<file path="src/rtl/pma_pkg.sv">
// Shared definitions for the PMA window lookup block.
//   PMA_ID_W / PMA_DATA_W   : window_id and full entry widths
//   PMA_ID_MSB / PMA_ID_LSB : position of window_id inside an entry
//   PMA_EMPTY_ID            : window_id value marking an unused slot
//   pma_state_e             : lookup controller states
package pma_pkg;

    localparam int PMA_ID_W   = 12;
    localparam int PMA_DATA_W = 144;
    localparam int PMA_ID_MSB = 143;
    localparam int PMA_ID_LSB = 132;

    localparam logic [PMA_ID_W-1:0] PMA_EMPTY_ID = 12'h000;

    typedef enum logic [1:0] {
        IDLE = 2'd0,
        SCAN = 2'd1,
        DONE = 2'd2
    } pma_state_e;

    // Extracts the window_id field from a full-width entry.
    function automatic logic [PMA_ID_W-1:0] pma_entry_id(input logic [PMA_DATA_W-1:0] entry);
        return entry[PMA_ID_MSB:PMA_ID_LSB];
    endfunction

endpackage

</file>
<file path="src/rtl/pma_lookup_pipe.sv">
// Delay line that carries {valid, addr} tags alongside the PMA read latency so
// each returning data word arrives together with the slot it came from.
//   clk, rst  : clock and synchronous active-high reset (clears valid tags)
//   flush     : drops every in-flight tag on this edge
//   in_vld    : tag valid for the address issued this cycle
//   in_addr   : address issued this cycle
//   out_vld   : tag valid aligned with the PMA read data
//   out_addr  : address belonging to the PMA read data
module pma_lookup_pipe #(
    parameter int ADDR_W       = 6,
    parameter int READ_LATENCY = 1
) (
    input  logic              clk,
    input  logic              rst,
    input  logic              flush,
    input  logic              in_vld,
    input  logic [ADDR_W-1:0] in_addr,
    output logic              out_vld,
    output logic [ADDR_W-1:0] out_addr
);

    generate
        if (READ_LATENCY == 0) begin : g_comb
            // Combinational read port: the issued address is compared in the same cycle.
            assign out_vld  = in_vld;
            assign out_addr = in_addr;
        end else begin : g_reg
            logic              vld_p  [READ_LATENCY];
            logic [ADDR_W-1:0] addr_p [READ_LATENCY];

            always_ff @(posedge clk) begin
                if (rst || flush) begin
                    for (int i = 0; i < READ_LATENCY; i++) vld_p[i] <= 1'b0;
                end else begin
                    vld_p[0] <= in_vld;
                    for (int i = 1; i < READ_LATENCY; i++) vld_p[i] <= vld_p[i-1];
                end
            end

            always_ff @(posedge clk) begin
                addr_p[0] <= in_addr;
                for (int i = 1; i < READ_LATENCY; i++) addr_p[i] <= addr_p[i-1];
            end

            assign out_vld  = vld_p[READ_LATENCY-1];
            assign out_addr = addr_p[READ_LATENCY-1];
        end
    endgenerate

endmodule

</file>
<file path="src/rtl/pma_window_lookup.sv">
// Sweeps PMA slots 0..DEPTH-1 looking for the lowest slot whose window_id
// equals the query, and returns that slot and its payload.
//   clk, rst         : clock, synchronous active-high reset
//   query_valid/ready, query_window_id  : query handshake (accepted only in IDLE)
//   pma_read_addr / pma_read_data       : PMA read port (READ_LATENCY cycles)
//   result_valid/ready                  : result handshake, fields held until taken
//   result_hit, result_slot, result_payload : lookup outcome (slot/payload 0 on miss)
module pma_window_lookup
    import pma_pkg::*;
#(
    parameter int DEPTH        = 64,
    parameter int ADDR_W       = 6,
    parameter int ID_W         = PMA_ID_W,
    parameter int DATA_W       = PMA_DATA_W,
    parameter int READ_LATENCY = 1
) (
    input  logic                   clk,
    input  logic                   rst,
    input  logic                   query_valid,
    output logic                   query_ready,
    input  logic [ID_W-1:0]        query_window_id,
    output logic [ADDR_W-1:0]      pma_read_addr,
    input  logic [DATA_W-1:0]      pma_read_data,
    output logic                   result_valid,
    input  logic                   result_ready,
    output logic                   result_hit,
    output logic [ADDR_W-1:0]      result_slot,
    output logic [DATA_W-ID_W-1:0] result_payload
);

    localparam int                PAY_W     = DATA_W - ID_W;
    localparam logic [ADDR_W-1:0] LAST_ADDR = ADDR_W'(DEPTH - 1);

    pma_state_e        state_q, state_d;
    logic [ID_W-1:0]   qid_q;
    logic [ADDR_W-1:0] issue_addr_q;
    logic              issuing_q;
    logic              tag_vld;
    logic [ADDR_W-1:0] tag_addr;

    logic              accept, issue_vld, cmp_vld, skip, hit, last, scan_end;
    logic [ID_W-1:0]   rd_id;
    logic [PAY_W-1:0]  rd_pay;

    assign rd_id     = pma_read_data[DATA_W-1 -: ID_W];
    assign rd_pay    = pma_read_data[PAY_W-1:0];
    assign accept    = query_valid && query_ready;
    assign issue_vld = (state_q == SCAN) && issuing_q;
    assign cmp_vld   = (state_q == SCAN) && tag_vld;
    // An empty-id query spends one cycle in SCAN with nothing issued, then reports a miss.
    assign skip      = (state_q == SCAN) && (qid_q == PMA_EMPTY_ID);
    assign hit       = cmp_vld && !skip && (rd_id == qid_q);
    assign last      = cmp_vld && (tag_addr == LAST_ADDR);
    assign scan_end  = hit || last || skip;

    // ---- issue stage: address register feeding the PMA and the tag line ----
    always_ff @(posedge clk) begin
        if (rst) begin
            issue_addr_q <= '0;
            issuing_q    <= 1'b0;
        end else if (accept) begin
            issue_addr_q <= '0;
            issuing_q    <= (query_window_id != PMA_EMPTY_ID);
        end else if (state_q == SCAN) begin
            if (scan_end || (issuing_q && issue_addr_q == LAST_ADDR)) begin
                issuing_q <= 1'b0;
            end else if (issuing_q) begin
                issue_addr_q <= issue_addr_q + 1'b1;
            end
        end
    end

    assign pma_read_addr = issue_addr_q;

    always_ff @(posedge clk) begin
        if (accept) qid_q <= query_window_id;
    end

    pma_lookup_pipe #(
        .ADDR_W       (ADDR_W),
        .READ_LATENCY (READ_LATENCY)
    ) u_pipe (
        .clk      (clk),
        .rst      (rst),
        .flush    (scan_end),
        .in_vld   (issue_vld),
        .in_addr  (issue_addr_q),
        .out_vld  (tag_vld),
        .out_addr (tag_addr)
    );

    // ---- FSM ----
    always_ff @(posedge clk) begin
        if (rst) state_q <= IDLE;
        else     state_q <= state_d;
    end

    always_comb begin
        state_d = state_q;
        unique case (state_q)
            IDLE:    if (accept)       state_d = SCAN;
            SCAN:    if (scan_end)     state_d = DONE;
            DONE:    if (result_ready) state_d = IDLE;
            default:                   state_d = IDLE;
        endcase
    end

    always_comb begin
        query_ready = (state_q == IDLE);
    end

    // ---- compare stage: result registers ----
    always_ff @(posedge clk) begin
        if (rst) begin
            result_valid   <= 1'b0;
            result_hit     <= 1'b0;
            result_slot    <= '0;
            result_payload <= '0;
        end else if (scan_end) begin
            result_valid   <= 1'b1;
            result_hit     <= hit;
            result_slot    <= hit ? tag_addr : '0;
            result_payload <= hit ? rd_pay : '0;
        end else if (state_q == DONE && result_ready) begin
            result_valid   <= 1'b0;
        end
    end

endmodule
</file>
<file path="config.mk">
export PLATFORM = sky130hd
export DESIGN_NAME = pma_window_lookup
export DESIGN_NICKNAME = d
export VERILOG_FILES = /design/src/rtl/pma_pkg.sv /design/src/rtl/pma_lookup_pipe.sv /design/src/rtl/pma_window_lookup.sv
export SDC_FILE = /design/constraint.sdc
export NUM_CORES = 1
export LEC_CHECK = 0
export CORE_MARGIN = 8
export CORE_UTILIZATION = 28
export DETAILED_ROUTE_END_ITERATION = 16
export GPL_TIMING_DRIVEN = 0
export PLACE_DENSITY = 0.64
export SETUP_SLACK_MARGIN = 0.02
export SLEW_MARGIN = 0
export SYNTH_ARGS = -nofsm -noshare
export SYNTH_HDL_FRONTEND = slang
export SYNTH_SLANG_ARGS = --single-unit
</file>
<file path="constraint.sdc">
create_clock -name clk -period 3.7 [get_ports clk]
set_input_delay 0.555 -clock clk [delete_from_list [all_inputs] [get_ports clk]]
set_output_delay 0.555 -clock clk [all_outputs]
set_load 0.05 [all_outputs]
</file>
==> flow_metrics.env, run 1 <==
export IMPL_clock_tree_buffer_depth=2
export IMPL_top_usage_layer="met2"
export IMPL_initial_utilization_pct=28.52
export IMPL_postCtsSetupRepairBufs=0
export IMPL_setup_viol=0
export IMPL_synth_flop_cell="dfxtp_1"
export IMPL_numCtsBuffers=17
export IMPL_hold_buffers=0
export IMPL_root_buffer="clkbuf_16"
export IMPL_die_area_sq_mm=0.03210
export IMPL_post_route_period_util_pct=74.56
export IMPL_avgSynthCellArea_sq_um=9.730
export IMPL_drive_above_1_share_pct=6.703
export IMPL_power_density_mw_per_mm2=346.8
export IMPL_finalCoreUtilization_pct=44.13
export IMPL_peakVddDrop_v=0.0002381
export IMPL_nFillCells=2590
export IMPL_hp_class="register to register"
export IMPL_clk_latency_ps=430
export IMPL_grt_pass1_wl_um=44400
export IMPL_crit_arrival_ps=3090
export IMPL_crit_reg2reg_capture="result_payload[61]$_SDFFE_PP0P_"
export IMPL_fp_dieW_um=179.2
export IMPL_place_hpwl_um=21840
export IMPL_slew_limit_headroom_pct=39.86
export IMPL_ys_top_cells_by_area="dfxtp_1 42%, nand4b_1 16%, nand3b_1 14%"
export IMPL_gr_usage_met3_pct=6.908
export IMPL_hold_slack_ps=418.5
export IMPL_ctsHtreeMaxLevel=4
export IMPL_drv_cap=0
export IMPL_hold_viol=0
export IMPL_hold_depth=0
export IMPL_post_place_cells=1407
export IMPL_dr_pass1_iters=5
export IMPL_ys_seq_elements=168
export IMPL_synth_edf_count=12
export IMPL_crit_top_cell="clkbuf_1"
export IMPL_synthArstFlopShare_pct=0
export IMPL_syn_cell_area_sq_mm=0.007453
export IMPL_synth_most_common_cell="dfxtp_1"
export IMPL_use_met1_pct=21.99
export IMPL_antenna_found_initial=1
export IMPL_yosysSeqAreaShare_pct=46.73
export IMPL_min_period_ps=2759
export IMPL_grt_util_met2_pct=28.50
export IMPL_wl_um=29680
export IMPL_cts_resized=0
export IMPL_power_leakage_nw=3.731
export IMPL_die_height_um=179.2
export IMPL_wl_per_cell_um=20.61
export IMPL_rr_worst_depth=7
export IMPL_yosys_cell_types_count=40
export IMPL_port_buffers=305
export IMPL_synth_area_leader_cell="dfxtp_1"
export IMPL_end_kind="register"
export IMPL_drtIter0Drc=473
export IMPL_drc=0
export IMPL_cts_tree="done"
export IMPL_start_kind="register"
export IMPL_max_stage_delay_ps=720
export IMPL_std_cell_rows=59
export IMPL_regToRegSetupSlack_ps=940
export IMPL_instances_no_fill=1440
export IMPL_io_pins=307
export IMPL_cp_endpoint="result_payload[61]$_SDFFE_PP0P_"
export IMPL_synthCells=766
export IMPL_cts_sinks=168
export IMPL_worstPathCellList="nor2b_1, and4_1, nor2_1, clkbuf_1, clkbuf_1, nand3b_1, o21ai_0"
export IMPL_status="finished clean"
export IMPL_grt_ovfl_total=0
export IMPL_cp_max_fo=10
export IMPL_clkTransAtPathRegs_ps=70
export IMPL_place_gp_congestion=0.8411
export IMPL_via_per_inst=5.086
export IMPL_required_ps=4030
export IMPL_fmaxAchievable_mhz=362.5
export IMPL_synth_top_cell_area_share_pct=41.90
export IMPL_crit_slowest_cell="clkbuf_1"
export IMPL_ant_nets=0
export IMPL_r2r_start="state_q[1]$_SDFFE_PP0P_"
export IMPL_finalClockSkew_ps=18.73
export IMPL_holdCritStartpoint="pma_read_addr[5]$_SDFFE_PP0P_"
export IMPL_grt_util_all_layers_pct=17.83
export IMPL_tightest_slew_ps=902.1
export IMPL_synth_common_cells="156 x dfxtp_1, 140 x nand3b_1, 138 x nand4b_1"
export IMPL_area_growth_pct=54.74
export IMPL_rsz0062_at_grt="no"
export IMPL_yosys_warnings=0
export IMPL_synth_nets=927
export IMPL_grt_max_degree=17
export IMPL_grt_pass1_vias=7540
export IMPL_dr_total_vias=7324
export IMPL_crit_path_start="state_q[1]$_SDFFE_PP0P_"
export IMPL_fin_nets=1252
export IMPL_core_area_sq_mm=0.02613
export IMPL_crit_type="register to register"
export IMPL_slew_viol_final=0
==> worst min path at each step <==
stage | to
floorplan | result_slot[1]$_SDFFE_PP0P_
finish | u_pipe.g_reg.addr_p[0][5]$_DFF_P_
global placement | u_pipe.g_reg.addr_p[0][5]$_DFF_P_
global route | u_pipe.g_reg.addr_p[0][5]$_DFF_P_
detailed placement | u_pipe.g_reg.addr_p[0][5]$_DFF_P_
CTS | u_pipe.g_reg.addr_p[0][5]$_DFF_P_
==> through the flow <==
step	setup TNS, ps	instance area [sq um]	power [mW]	setup WS [ps]
after floorplan	0	7453	2.008	1186
after global placement	-87.71	10930	2.229	-45.90
after detailed placement	0	10940	2.229	711.9
after CTS	0	11530	4.049	876.3
after global routing	0	11530	4.153	703.6
final	0	11530	4.000	941.2
==> sequential cells by signal, summed over array words and instances (netlist names) <==
| name | count |
|---|---|
| issuing_q | 1 |
| result_payload | 132 |
| result_valid | 1 |
| u_pipe.g_reg.vld_p | 1 |
| qid_q | 12 |
| result_hit | 1 |
| result_slot | 6 |
| u_pipe.g_reg.addr_p | 6 |
| pma_read_addr | 6 |
| state_q | 2 |
==> metal layers <==
| metal | vias to the layer above | part of all wire, % |
|---|---|---|
| met5 | - | 0 |
| met4 | 0 | 1.4 |
| met3 | 17 | 10 |
| met2 | 272 | 46 |
| met1 | 3491 | 43 |
| li1 | 3544 | - |
==> critical path, delay by kind of cell (launching register included) <==
family / cells / cell delay (ps)
buffers and inverters: 2 / 1180
and+or+nand+nor: 4 / 880
DFF: 1 / 430
AOI/OAI and AO/OA: 1 / 190
==> logic make-up (layout without fill, tap and decap cells) <==
logic type | count (synthesis) | after routing | share of synthesized area (%)
buffers and inverters | 95 | 433 | 5.506
flip-flops | 168 | 168 | 46.74
AO/OA/AOI/OAI | 149 | 149 | 10.78
other | 0 | 1 | 0
AND/OR/NAND/NOR | 337 | 337 | 34.87
XOR/XNOR | 12 | 12 | 1.410
adder cells (fa/ha/maj) | 1 | 1 | 0.1678
multiplexers | 4 | 4 | 0.5372
==> layout make-up <==
| type | instances | area, sq um | area share (%) |
|---|---|---|---|
| sequential | 168 | 3483 | 30.20 |
| multi-input combinational | 503 | 3565 | 30.91 |
| inverter | 2 | 7.507 | 0.06509 |
| tap | 335 | 419.2 | 3.634 |
| clock buffer | 19 | 452.9 | 3.927 |
| antenna | 1 | 2.502 | 0.02170 |
| clock inverter | 13 | 136.4 | 1.182 |
| timing repair buffer | 306 | 3064 | 26.57 |
| buffer | 93 | 402.9 | 3.493 |
==> power breakdown <==
group	leakage [nW]	total (mW)	internal (mW)	switching (mW)
registers	1.37	1.86	1.84	0.0119
logic	2.07	0.331	0.220	0.111
clock network	0.293	1.81	0.988	0.826
==> layout by cell type, fill, tap and decap left out, types with 4 or more instances in the layout <==
cell and count:
o21ai_0 130, clkbuf_16 17, clkbuf_2 9, nor2_1 7, mux2i_1 4, nand3_1 6, nor4_1 8, clkinv_4 5
buf_2 16, dfxtp_1 156, or3_1 5, o21ai_2 9, nand3b_1 140, inv_6 4, edfxtp_1 12, nand4b_1 138
clkdlybuf4s50_1 305, buf_6 4, xnor2_1 9, nand2_1 15, clkbuf_1 65
Note: power is estimated with default switching activity, not from simulation.
==> run 2, diff against run 1 <==
- PLACE_DENSITY: 0.64 -> 0.66
- clock period: 3.7 -> 2.3 ns (I/O delays scaled with it)
==> flow_metrics.env, run 2 (synthesis results as in run 1) <==
export IMPL_status="finished clean"
export IMPL_hold_depth=0
export IMPL_start_kind="register"
export IMPL_mostFrequentLayoutCells="305 x clkdlybuf4s50_1, 154 x dfxtp_1, 140 x nand3b_1"
export IMPL_hold_viol=0
export IMPL_io_pins=307
export IMPL_required_ps=2620
export IMPL_fmaxAchievable_mhz=457.6
export IMPL_hp_class="register to register"
export IMPL_crit_type="register to register"
export IMPL_finalSetupTns_ps=0
export IMPL_cts_sinks=168
export IMPL_cp_endpoint="result_payload[110]$_SDFFE_PP0P_"
export IMPL_power_leakage_nw=3.869
export IMPL_largest_reg_flops=132
export IMPL_peakVddDrop_v=0.0003141
export IMPL_min_period_ps=2186
export IMPL_rr_worst_depth=8
export IMPL_area_growth_pct=58.52
export IMPL_power_density_mw_per_mm2=537.5
export IMPL_critical_path_buf_inv_count=3
export IMPL_largest_registers="result_payload: 132 flops, qid_q: 12 flops"
export IMPL_std_cell_rows=59
export IMPL_grt_util_all_layers_pct=17.94
export IMPL_diodes=0
export IMPL_place_gp_congestion=0.8121
export IMPL_cp_max_fo=6
export IMPL_die_height_um=179.2
export IMPL_fin_nets=1263
export IMPL_via_per_inst=5.196
export IMPL_hold_buffers=0
export IMPL_clkTransAtPathRegs_ps=70
export IMPL_port_buffers=305
export IMPL_drc=0
export IMPL_r2r_start="state_q[1]$_SDFFE_PP0P_"
export IMPL_clock_tree_buffer_depth=2
export IMPL_finalClockSkew_ps=12.42
export IMPL_initial_utilization_pct=28.52
export IMPL_dr_pass1_iters=5
export IMPL_slew_viol_final=0
export IMPL_drv_cap=0
export IMPL_crit_path_start="state_q[1]$_SDFFE_PP0P_"
export IMPL_tightest_slew_ps=965.3
export IMPL_cp_num_cells=8
export IMPL_max_stage_delay_ps=480
export IMPL_wl_per_cell_um=20.89
export IMPL_grt_pass1_vias=7641
export IMPL_regToRegSetupSlack_ps=110
export IMPL_final_common_cell="clkdlybuf4s50_1"
export IMPL_ant_nets=0
export IMPL_wl_um=30290
export IMPL_cts_tree="done"
export IMPL_rsz0062_at_grt="yes"
export IMPL_drtIter0Drc=430
export IMPL_largest_register="result_payload"
export IMPL_place_hpwl_um=21880
export IMPL_antenna_found_initial=0
export IMPL_placed_area_sq_mm=0.01093
export IMPL_grt_ovfl_total=0
export IMPL_clk_latency_ps=430
export IMPL_dr_total_vias=7534
export IMPL_end_kind="register"
export IMPL_finalInstanceArea_sq_mm=0.01182
export IMPL_crit_arrival_ps=2500
export IMPL_core_area_sq_mm=0.02613
export IMPL_instances_no_fill=1450
export IMPL_numCtsBuffers=17
export IMPL_drive_above_1_share_pct=9.865
export IMPL_die_area_sq_mm=0.03210
export IMPL_post_place_cells=1406
export IMPL_root_buffer="clkbuf_16"
export IMPL_setup_viol=0
export IMPL_crit_slowest_cell="or4_4"
export IMPL_grt_pass1_wl_um=44740
export IMPL_slew_limit_headroom_pct=35.64
export IMPL_worstPathCellList="nand3b_1, or4_4, nor4_4, and2_4, buf_12, buf_12, clkbuf_16, o21ai_2"
export IMPL_post_route_period_util_pct=95.02
export IMPL_crit_top_cell="buf_12"
export IMPL_fp_dieW_um=179.2
export IMPL_crit_family="simple AND/OR/NAND/NOR gates"
export IMPL_ctsHtreeMaxLevel=4
export IMPL_crit_reg2reg_capture="result_payload[110]$_SDFFE_PP0P_"
export IMPL_grt_max_degree=20
## run 2: cell types whose count changed in the layout (fill, tap and decap cells not counted), moves of 4 or more
cell,before,now
buf_12,0,4
buf_2,16,5
buf_4,0,17
clkbuf_1,65,46
clkbuf_16,17,21
clkbuf_2,9,17
clkbuf_4,0,6
## run 2: layer usage
layer	vias to the layer above	track usage, %	share of wire [%]
met5	-	0	0
met4	0	4.825	1.5
met3	19	6.676	9.5
met2	294	28.91	46
met1	3651	22.22	43
li1	3570	-	-
## run 2: what timing repair did
action                                 CTS  global route
gates cloned                             0             3
resized for setup                       45            41
endpoints found under the hold margin    0             0
setup endpoints to repair              141           141
pin swaps                               12             6
buffers inserted                         4             4
## run 2: per-stage QoR
| stage | power (mW) | util (%) | setup slack (ps) | hold slack, ps |
|---|---|---|---|---|
| detailed placement | 3.585 | 41.83 | -521.3 | 401.7 |
| finish | 6.350 | 45.21 | 114.5 | 410.3 |
| CTS | 6.427 | 44.52 | -30.34 | 412.7 |
| global route | 6.592 | 45.21 | 2.969 | 437.3 |
| floorplan | 3.230 | - | 236.0 | 443.9 |
| global placement | 3.585 | 41.83 | -509.2 | 402.7 |
## run 2: power breakdown
part	total [mW]	internal [mW]	switching [mW]	leakage, nW
Combinational	0.537	0.355	0.182	2.22
Clock	2.83	1.48	1.35	0.277
Sequential	2.98	2.96	0.0190	1.37
## run 2: layout make-up
cell class	count	area, sq um
sequential	168	3488
multi-input combinational	503	3585
tap	335	419.2
buffer	93	554.3
clock buffer	19	454.2
fill	2567	14320
clock inverter	13	107.6
inverter	2	7.507
timing repair buffer	317	3199
## run 2: worst register-to-register path, cell delays in order (launching register included)
cell and delay [ps]:
dfxtp_4 360, nand3b_1 280, or4_4 490, nor4_4 230, and2_4 260, buf_12 150, buf_12 130, clkbuf_16 140
o21ai_2 50
## run 2: how the worst min path moves through the flow
stage	start	end
6_report	pma_read_addr[5]$_SDFFE_PP0P_	u_pipe.g_reg.addr_p[0][5]$_DFF_P_
5_1_grt	pma_read_addr[5]$_SDFFE_PP0P_	u_pipe.g_reg.addr_p[0][5]$_DFF_P_
4_1_cts	pma_read_addr[5]$_SDFFE_PP0P_	u_pipe.g_reg.addr_p[0][5]$_DFF_P_
3_5_place_dp	pma_read_addr[5]$_SDFFE_PP0P_	u_pipe.g_reg.addr_p[0][5]$_DFF_P_
3_3_place_gp	pma_read_addr[5]$_SDFFE_PP0P_	u_pipe.g_reg.addr_p[0][5]$_DFF_P_
2_1_floorplan	query_window_id[0]	qid_q[0]$_DFFE_PP_
==> run 3, diff against run 2 <==
- ABC_AREA: not set -> 1
- CORE_UTILIZATION: 28 -> 37
- PLACE_DENSITY: 0.66 -> 0.84
==> flow_metrics.env, run 3 <==
export IMPL_placed_area_sq_mm=0.009931
export IMPL_hold_depth=0
export IMPL_finalInstanceArea_sq_mm=0.01052
export IMPL_place_gp_congestion=0.8611
export IMPL_clkTransAtPathRegs_ps=70
export IMPL_synth_nets=962
export IMPL_met1_length_um=9522
export IMPL_grt_util_all_layers_pct=20.26
export IMPL_syn_cell_area_sq_mm=0.006586
export IMPL_crit_path_start="state_q[0]$_SDFFE_PP0P_"
export IMPL_synth_area_leader_cell="dfxtp_1"
export IMPL_power_density_mw_per_mm2=600.9
export IMPL_yosys_warnings=0
export IMPL_place_ws_ps=-195.9
export IMPL_rsz0062_at_grt="no"
export IMPL_finalClockSkew_ps=11.56
export IMPL_wl_met2_um=11260
export IMPL_nFillCells=1509
export IMPL_slew_limit_headroom_pct=55.16
export IMPL_drive_above_1_share_pct=5.882
export IMPL_fin_nets=1287
export IMPL_grt_max_degree=17
export IMPL_finalSetupTns_ps=0
export IMPL_crit_family="buffers and inverters"
export IMPL_regToRegSetupSlack_ps=220
export IMPL_critical_path_buf_inv_count=1
export IMPL_ys_seq_elements=168
export IMPL_via_per_inst=4.937
export IMPL_wl_per_cell_um=17.11
export IMPL_clock_tree_buffer_depth=2
export IMPL_largest_register="result_payload"
export IMPL_end_kind="primary output"
export IMPL_clk_latency_ps=420
export IMPL_diodes=0
export IMPL_hold_slack_ps=415.4
export IMPL_root_buffer="clkbuf_16"
export IMPL_crit_arrival_ps=1820
export IMPL_peakVddDrop_v=0.0004700
export IMPL_hold_buffers=0
export IMPL_final_common_cell="clkdlybuf4s50_1"
export IMPL_holdCritStartpoint="pma_read_addr[5]$_SDFFE_PP0P_"
export IMPL_dr_pass1_iters=4
export IMPL_power_leakage_nw=4.318
export IMPL_rr_worst_depth=10
export IMPL_synth_most_common_cell="inv_1"
export IMPL_cts_tree="done"
export IMPL_wl_um=23340
export IMPL_cp_endpoint="query_ready"
export IMPL_cp_num_cells=2
export IMPL_status="finished clean"
export IMPL_synthCells=801
export IMPL_place_hpwl_um=18150
export IMPL_die_height_um=149.4
export IMPL_fp_dieW_um=149.4
export IMPL_fin_ws_ps=131.8
export IMPL_ys_top_cells_by_area="dfxtp_1 47%, nand4_1 14%, inv_1 9.7%"
export IMPL_mostFrequentLayoutCells="306 x clkdlybuf4s50_1, 171 x inv_1, 156 x dfxtp_1"
export IMPL_core_area_sq_mm=0.01736
export IMPL_tightest_slew_ps=672.6
export IMPL_hp_class="register to register"
export IMPL_synth_flop_cell="dfxtp_1"
export IMPL_post_route_period_util_pct=94.27
export IMPL_required_ps=1960
export IMPL_fmaxAchievable_mhz=461.2
export IMPL_crit_slowest_cell="clkdlybuf4s50_1"
export IMPL_numCtsBuffers=17
export IMPL_min_period_ps=2168
export IMPL_max_stage_delay_ps=860
export IMPL_worstPathCellList="nor2_1, clkdlybuf4s50_1"
export IMPL_avgSynthCellArea_sq_um=8.223
export IMPL_synth_top_cell_area_share_pct=47.42
export IMPL_ant_nets=0
export IMPL_drv_cap=0
export IMPL_grt_pass1_vias=6690
export IMPL_yosys_cell_types_count=27
export IMPL_initial_utilization_pct=37.95
export IMPL_area_growth_pct=59.76
export IMPL_regArea_sq_mm=0.003483
export IMPL_yosysSeqAreaShare_pct=52.89
export IMPL_ctsHtreeMaxLevel=4
export IMPL_port_buffers=306
export IMPL_multiInputGateArea_sq_mm=0.002140
export IMPL_r2r_start="state_q[1]$_SDFFE_PP0P_"
export IMPL_largest_reg_flops=132
export IMPL_synth_common_cells="171 x inv_1, 156 x dfxtp_1, 145 x nand4_1"
export IMPL_start_kind="register"
export IMPL_synth_edf_count=12
export IMPL_totalPowerFinal_mw=6.323
export IMPL_slew_viol_final=0
export IMPL_antenna_found_initial=0
export IMPL_cp_max_fo=5
export IMPL_grt_ovfl_total=0
export IMPL_synthArstFlopShare_pct=0
export IMPL_hold_viol=0
export IMPL_drc=0
export IMPL_std_cell_rows=48
export IMPL_largest_registers="result_payload: 132 flops, qid_q: 12 flops"
export IMPL_drtIter0Drc=405
export IMPL_cts_resized=0
export IMPL_crit_reg2reg_capture="result_payload[50]$_SDFFE_PP0P_"
export IMPL_postCtsSetupRepairBufs=0
export IMPL_crit_type="register to primary output"
export IMPL_setup_viol=0
export IMPL_dr_total_vias=6734
export IMPL_top_layer="met4"
export IMPL_die_area_sq_mm=0.02233
export IMPL_grt_pass1_wl_um=36020
export IMPL_io_pins=307
export IMPL_met3_length_um=1850
export IMPL_cts_sinks=168
## run 3: worst min path at each step
stage / slack [ps] / end
6_report: 420 / u_pipe.g_reg.addr_p[0][5]$_DFF_P_
3_5_place_dp: 410 / u_pipe.g_reg.addr_p[0][3]$_DFF_P_
2_1_floorplan: 410 / result_hit$_SDFFE_PP0P_
4_1_cts: 420 / u_pipe.g_reg.addr_p[0][5]$_DFF_P_
3_3_place_gp: 400 / u_pipe.g_reg.addr_p[0][3]$_DFF_P_
5_1_grt: 430 / u_pipe.g_reg.addr_p[0][3]$_DFF_P_
## run 3: layer usage
metal	vias up	global-route usage (%)
met1	3105	23.45
met4	0	8.279
li1	3343	-
met3	46	6.312
met5	-	0
met2	240	34.12
## run 3: per-stage QoR
step | cells | util (%)
after floorplan | 801 | -
after global placement | 1332 | 57.22
after detailed placement | 1332 | 57.22
after CTS | 1364 | 60.63
after global routing | 1364 | 60.63
final | 1364 | 60.63
## run 3: kinds of logic (layout without fill, tap and decap cells)
logic type / count (synthesis) / count (layout) / synth area share, %
simple gates: 243 / 243 / 20.12
xor+xnor: 6 / 6 / 0.7979
flops: 168 / 168 / 52.89
compound gates: 149 / 149 / 11.38
buf+inv: 234 / 572 / 14.63
fa+ha+maj: 1 / 1 / 0.1899
## run 3: worst reg2reg max path: stages, from the launching register on
cell and delay [ps]:
dfxtp_1 340, inv_1 80, nand3_1 120, clkinv_1 100, nand4_1 90, nand2_1 60, inv_2 150, buf_2 340
clkbuf_1 440, nand4_1 180, o21ai_1 110
## run 3: layout make-up
type	instances	area share [%]
Sequential cell	168	33.10
Timing Repair Buffer	306	29.11
Multi-Input combinational cell	399	20.33
Inverter	174	6.207
Clock buffer	17	4.043
Buffer	60	2.949
Tap cell	225	2.675
Clock inverter	15	1.581
## run 3: power breakdown
group	internal, mW	switching, mW	leakage, nW	total, mW
clock	1.63	1.25	0.292	2.88
sequential	2.96	0.0130	1.37	2.98
combinational	0.283	0.183	2.65	0.466
total	4.87	1.45	4.32	6.32
